===== config.mk =====
export PLATFORM = sky130hd
export DESIGN_NAME = pc_sequencer
export DESIGN_NICKNAME = d
export VERILOG_FILES = /design/src/rtl/pc_sequencer.sv
export SDC_FILE = /design/constraint.sdc
export NUM_CORES = 1
export LEC_CHECK = 0
export ABC_AREA = 1
export BUFFER_PORTS_ARGS = -buffer_cell sky130_fd_sc_hd__buf_2
export CAP_MARGIN = 0
export CORE_ASPECT_RATIO = 0.75
export CORE_UTILIZATION = 47
export CTS_BUF_LIST = sky130_fd_sc_hd__clkbuf_4 sky130_fd_sc_hd__clkbuf_8
export DETAILED_ROUTE_END_ITERATION = 8
export PLACE_DENSITY = 0.82
export SLEW_MARGIN = 0
export SYNTH_ARGS = -nofsm -noshare
export SYNTH_HDL_FRONTEND = slang
export SYNTH_SLANG_ARGS = --single-unit

===== constraint.sdc =====
create_clock -name clock -period 2.4 [get_ports clock]
set_input_delay 0 -clock clock [delete_from_list [all_inputs] [get_ports clock]]
set_output_delay 0 -clock clock [all_outputs]
set_load 0.005 [all_outputs]

===== src/rtl/pc_sequencer.sv =====
// pc_sequencer: fetch/decode PC sequencing with jump, branch and stall handling
module pc_sequencer #(
  parameter int PC_W = 12
) (
  input  logic            clock,
  input  logic            reset,
  input  logic            stall,
  input  logic            j_op,
  input  logic            jr_op,
  input  logic            jal_op,
  input  logic            bne_op,
  input  logic            blt_op,
  input  logic            bex_op,
  input  logic [26:0]     target,
  input  logic [16:0]     imm,
  input  logic [31:0]     rd_val,
  input  logic            ne,
  input  logic            lt,
  input  logic            rstatus_nz,
  output logic [PC_W-1:0] imem_addr,
  output logic [PC_W-1:0] dec_pc,
  output logic            insn_valid,
  output logic            link_we,
  output logic [PC_W-1:0] link_pc,
  output logic            redirect
);
  typedef enum logic [1:0] {BOOT, RUN, FLUSH} state_t;
  state_t state, state_n;
  logic [PC_W-1:0] fetch_pc, fetch_n, dec_n, tgt, br_tgt;
  logic cond, run, unused;
  assign unused = ^{rd_val[31:PC_W], target[26:PC_W]};
  assign run = state == RUN;
  assign br_tgt = dec_pc + PC_W'(1) + PC_W'({{15{imm[16]}}, imm});
  // the highest-priority raised flag alone chooses both the condition and the target
  assign tgt = jr_op ? rd_val[PC_W-1:0] : (jal_op | j_op | bex_op) ? target[PC_W-1:0] : br_tgt;
  assign cond = jr_op | jal_op | j_op | (bex_op ? rstatus_nz : blt_op ? lt : bne_op & ne);
  assign redirect = run & ~stall & cond;
  assign link_we = run & ~stall & jal_op & ~jr_op;
  assign link_pc = dec_pc + PC_W'(1);
  assign insn_valid = run;
  assign imem_addr = fetch_pc;
  always_comb begin
    state_n = stall ? state : redirect ? FLUSH : RUN;
    fetch_n = stall ? fetch_pc : redirect ? tgt : fetch_pc + PC_W'(1);
    dec_n = (stall | redirect) ? dec_pc : fetch_pc;
  end
  always_ff @(posedge clock or posedge reset)
    if (reset) begin
      state <= BOOT;
      fetch_pc <= '0;
      dec_pc <= '0;
    end else begin
      state <= state_n;
      fetch_pc <= fetch_n;
      dec_pc <= dec_n;
    end
endmodule


======== Word level (Yosys, flattened, before mapping) ========
Index checks and enable logic that the tools add are counted.
word-level totals
  bits in registers ....................... 26
  logic and storage cells ................. 26
operators by class
  $add $sub $neg .......................... 3
  equal/unequal tests ..................... 1
  multiplexer cells ....................... 6
  bitwise gates (word level) .............. 13
operators by type and width
  operator                                                          number
  12-bit 2-to-1 mux                                                 3
  12-bit by 1-bit adder with 12-bit output (second input constant)  2
  12-bit adder                                                      1
  1-bit bitwise OR                                                  6
  1-bit AND                                                         5
  2-bit by 1-bit == test with 1-bit output (second input constant)  1
  1-bit 2-to-1 mux                                                  2
  2-bit 2-to-1 mux                                                  1
  1-bit inverter                                                    2

======== Logic depth before layout (Yosys ltp) ========
  depth in word-level cells ............... 6
  gate-level depth with buffers ........... 19

======== Worst setup path after synthesis ========
No wires, ideal clock.
  path kind ............................... reg2reg
  start ................................... reg dec_pc[1]
  end ..................................... reg fetch_pc[10], in the netlist imem_addr[10]
  library setup time ...................... 0.073 ns
  arrival ................................. 2.151 ns
  data required time ...................... 2.327 ns
  slack ................................... 0.176 ns
  stages on the path, launching flop included .. 19
  buffers on the path ..................... 0
  clock period less this slack ............ 2.224 ns
  path through ............................ dfrtp_1 -> ha_1 -> nand2_1 -> inv_1 -> nand2_1 -> inv_1 -> a21oi_1 -> or2_2 -> inv_1 -> ha_1 -> nand2_1 -> inv_1 -> a21oi_1 -> nand3_1 -> nand2_1 -> nand3_1 -> nand2_1 -> nand2_1 -> a21oi_2
between the ends
  word-level cells in the longest chain between the ends .. 5
ends and longest elaborated chain
  element                                   RTL line  RTL
  start: declaration                        21        output logic [PC_W-1:0] dec_pc,
  start signal: assignment                  55        dec_pc <= dec_n;
  12-bit by 1-bit adder with 12-bit output  n/a
  net link_pc[8]                            24        output logic [PC_W-1:0] link_pc,
  12-bit adder                              33        assign br_tgt = dec_pc + PC_W'(1) + PC_W'({{15{imm[16]}}, imm});
  12-bit 2-to-1 mux (2 in series)           35        assign tgt = jr_op ? rd_val[PC_W-1:0] : (jal_op | j_op | bex_op) ? target[PC_W-1:0] : br_tgt;
  12-bit 2-to-1 mux                         44        fetch_n = stall ? fetch_pc : redirect ? tgt : fetch_pc + PC_W'(1);
  end signal: assignment                    54        fetch_pc <= fetch_n;
  end: declaration                          29        logic [PC_W-1:0] fetch_pc, fetch_n, dec_n, tgt, br_tgt;
The timed path passes the listed nets, and every way through them passes these cells.
A chain may end at the register's enable or synchronous reset.

======== Worst setup path after layout ========
  start ................................... reg dec_pc[1]
  end ..................................... reg fetch_pc[8], in the netlist imem_addr[8]
between the ends
  word-level cells in the longest chain between the ends .. 5
ends and longest elaborated chain
  element                                   RTL line
  12-bit by 1-bit adder with 12-bit output  33
  12-bit adder                              33
  12-bit 2-to-1 mux (2 in series)           35
  12-bit 2-to-1 mux                         44
No other way between the ends.

==> impl_results.md <==
- Clock root buffer: clkbuf_8
- Syn avg cell area: 6.52 µm²
- Layout Nets: 600
- Register area share after synthesis: 26.3%
- ANT nets after route: 0
- Clock Tree Buf Depth: 2
- Gr usage total: roughly 28%
- Final wirelength: between 8 and 9 mm
- Setup violators final: 3
- Asr flop ratio synth: 100%
- Status: complete, but fails checks
- Initial antenna violation count: 0
- Row count: 22
- Max cap viols: 0
- Worst IR drop on VDD: ~0.51 mV
- CTS tree: yes
- Die W: ~86 µm
- Design Power: 3240 µW
- Fin. max-slew vios: 0
- CP Data Arrival Time: approximately 2.7 ns
- Vias in the first global route: ~2600
- Pint: approximately 1700 µW
- Period utilization: 102%
- Net Sw Frac: 47.3%
- Post-Synthesis Cells: about 380
- H-tree depth: 1
- Gpl congestion: roughly 0.98
- Placed inst area: about 3100 µm²
- Chip Height: ~65 µm
- Fin area: between 3000 and 4000 µm²
- Drt drc: 0
- Main synth FF type: dfrtp_1
- Pwr dens: a little over 900 nW/µm²
- Share of post-route cells with drive strength above 1: 40.5%
- Final HPWL from detailed placement: roughly 6.0 mm
- Clk sinks: 26
- LEAKAGE: about 0.0018 µW
- Mapped Area: between 2000 and 2500 µm²
- Critical Path Sink Type: flip-flop
- Worst Hold Class: primary input to flip-flop
- DRT Pass-1 Iters: 5
- Simple-gate area share of the yosys netlist: 38.9%
- Seq cells post-synth: 26
- Switch Pwr: approximately 1500 µW
- Clk pwr share: under 10%
- Unrepaired setup endpoints after global routing: true
- Top-area cell type share of the netlist area: 26.3%
- Number of DRC markers in iteration 0: 132
- Skew final: approximately 0.0081 ns
- Worst Path Required: about 2.6 ns
- Register share of total power: a little under a quarter
- GRT Residual Overflow: 0
- XOR/XNOR Fraction of Synth Area: a little under 5%
- Leading area contributor after synthesis: dfrtp_1
- Final worst slack: -0.0490 ns
- DR vias/cell: ~5.3
- Count of cell types in the netlist: 34
- Largest family of logic cells by synthesized area: simple AND/OR/NAND/NOR gates
- Routed wire length per instance: ~15 µm
- # diodes: 0
- Fin. Hold Viols: 0
- Mux cell area share after synthesis: 0%
- Setup TNS: -0.0658 ns
- Crit path launch type: flip-flop
- Critical path type: flip-flop to flip-flop
- Worst rel slew slack: between 30% and 40%
- Post-synth EDFFs: 0
- Global-route wire length before repair: roughly 12 mm
- Combinational Power Share: 67.6%
- Synth-to-layout area growth: 44.0%
- Failing checks: negative setup slack
- Syn nets: ~480
- Full die area: about 5600 µm²
- Compound-Gate Fraction of Synth Area: around 13%
- Largest cells by area after synthesis: dfrtp_1 (26%), nand2_1 (17%), ha_1 (8.1%)
- Via count: 2995
- Ys Warns: 0
- Largest net degree at the start of global routing: 27
- Clock transition at path regs: roughly 0.090 ns
- IO Port Bufs: 86
- Worst slew pin tran: between 0.9 and 1 ns
- Clock Latency Late Sink: roughly 0.27 ns
- CTS Buf Count: 3
- Fmax: 408 MHz
- Post-layout util: a little under three quarters
- Max Fanout on Critical Path: 4
- Tmin final: roughly 2.4 ns
- Initial Utilization: 49.6%
- Core area: approximately 5000 µm²
- IO Count: between 100 and 150
- Fin Hold WS: 0.0335 ns
- Synth Area in Adders: under 10%
[stage by stage]
stage | worst slack [ns] | std cells
after CTS | 0.00172 | 554
after floorplan | 0.176 | 379
after global placement | -0.0804 | 549
final | -0.0490 | 566
after detailed placement | -0.107 | 549
after global routing | -0.212 | 566
[flip-flops by register name (all words and copies together) (netlist names)]
register / flops
dec_pc: 12
imem_addr: 12
state: 2
[layout by cell type, fill, tap and decap left out, types with 4 or more instances in the layout]
cell type  instances
ha_4               6
nand3_2            5
inv_1             34
nand4_1            7
nor2_2            11
buf_4             31
nand2_1           97
nor2_1            36
nand3_1           26
xor2_1             5
a21oi_2            9
o21ai_0           18
clkbuf_8           4
nand2_2           15
nor2_4             9
a21oi_1           17
buf_2             86
inv_2              6
dfrtp_1           26
ha_1               9
[area by class of cell]
cell class / count / area, µm²
Timing Repair Buffer: 119 / 684
Fill cell: 425 / 1420
Sequential cell: 26 / 651
Clock buffer: 4 / 55.1
Tap cell: 72 / 90.1
Multi-Input combinational cell: 304 / 1930
Inverter: 41 / 154
[power by group through the flow]
stage | combinational (µW) | sequential (µW) | clock (µW)
6_report | 2190 | 767 | 284
3_3_place_gp | 1670 | 751 | 0
4_1_cts | 1730 | 749 | 288
5_1_grt | 2400 | 790 | 306
2_1_floorplan | 1000 | 753 | 0
3_5_place_dp | 1690 | 759 | 0
[critical path, cell delays in order (launching register included)]
cell	delay [ns]
dfrtp_1	0.42
nand2_2	0.09
nor2_4	0.17
inv_2	0.06
nor2_4	0.12
xor2_2	0.24
ha_1	0.31
a21oi_2	0.21
nor2_1	0.07
nor2_1	0.10
nand2_1	0.11
nand2_1	0.09
nand2_1	0.06
o21ai_2	0.14
nand2_1	0.08
a21oi_2	0.13
[worst paths after layout]
check / depth (start not counted) / slack, ns / from / end
max: 15 / -0.05 / dec_pc[1] / imem_addr[8]
min: 3 / 0.03 / rd_val[3] / imem_addr[3]
max reg2reg: 15 / -0.05 / dec_pc[1] / imem_addr[8]
min reg2reg: 2 / 0.52 / state[1] / state[1]
max in group asynchronous: 3 / 1.32 / reset / dec_pc[8]
min in group asynchronous: 3 / 0.49 / reset / dec_pc[9]
[kinds of logic (layout without fill, tap and decap cells)]
family,after synthesis,count (layout)
adders and majority gates,17,17
and+or+nand+nor,216,216
xor gates and xnor gates,14,14
AOI/OAI and AO/OA,57,57
buffers and inverters,49,164
DFF,26,26
[what timing repair did]
item / 4_1_cts / 5_1_grt
endpoints found under the hold margin: 26 / 0
setup endpoints to repair: 6 / 9
pin swaps: 1 / 29
resized for setup: 6 / 67
hold buffers: 1 / 0
buffers inserted: 0 / 12
[synthesized netlist by cell type, types with 5 or more instances]
library cell / count
a21oi_1: 24
dfrtp_1: 26
ha_1: 16
inv_1: 38
nand2_1: 110
nand2_2: 5
nand3_1: 28
nand4_1: 7
nor2_1: 49
o21ai_0: 21
xnor2_1: 5
xor2_1: 9
[metal layers]
metal / share of wire, % / vias up / GRT usage, %
met5: 0 / - / 0
met4: 0.52 / 0 / 2.92
met3: 9.6 / 8 / 4.84
met2: 46 / 158 / 43.3
met1: 44 / 1370 / 42.5
li1: - / 1459 / -
Power figures use the tool's default switching activity.
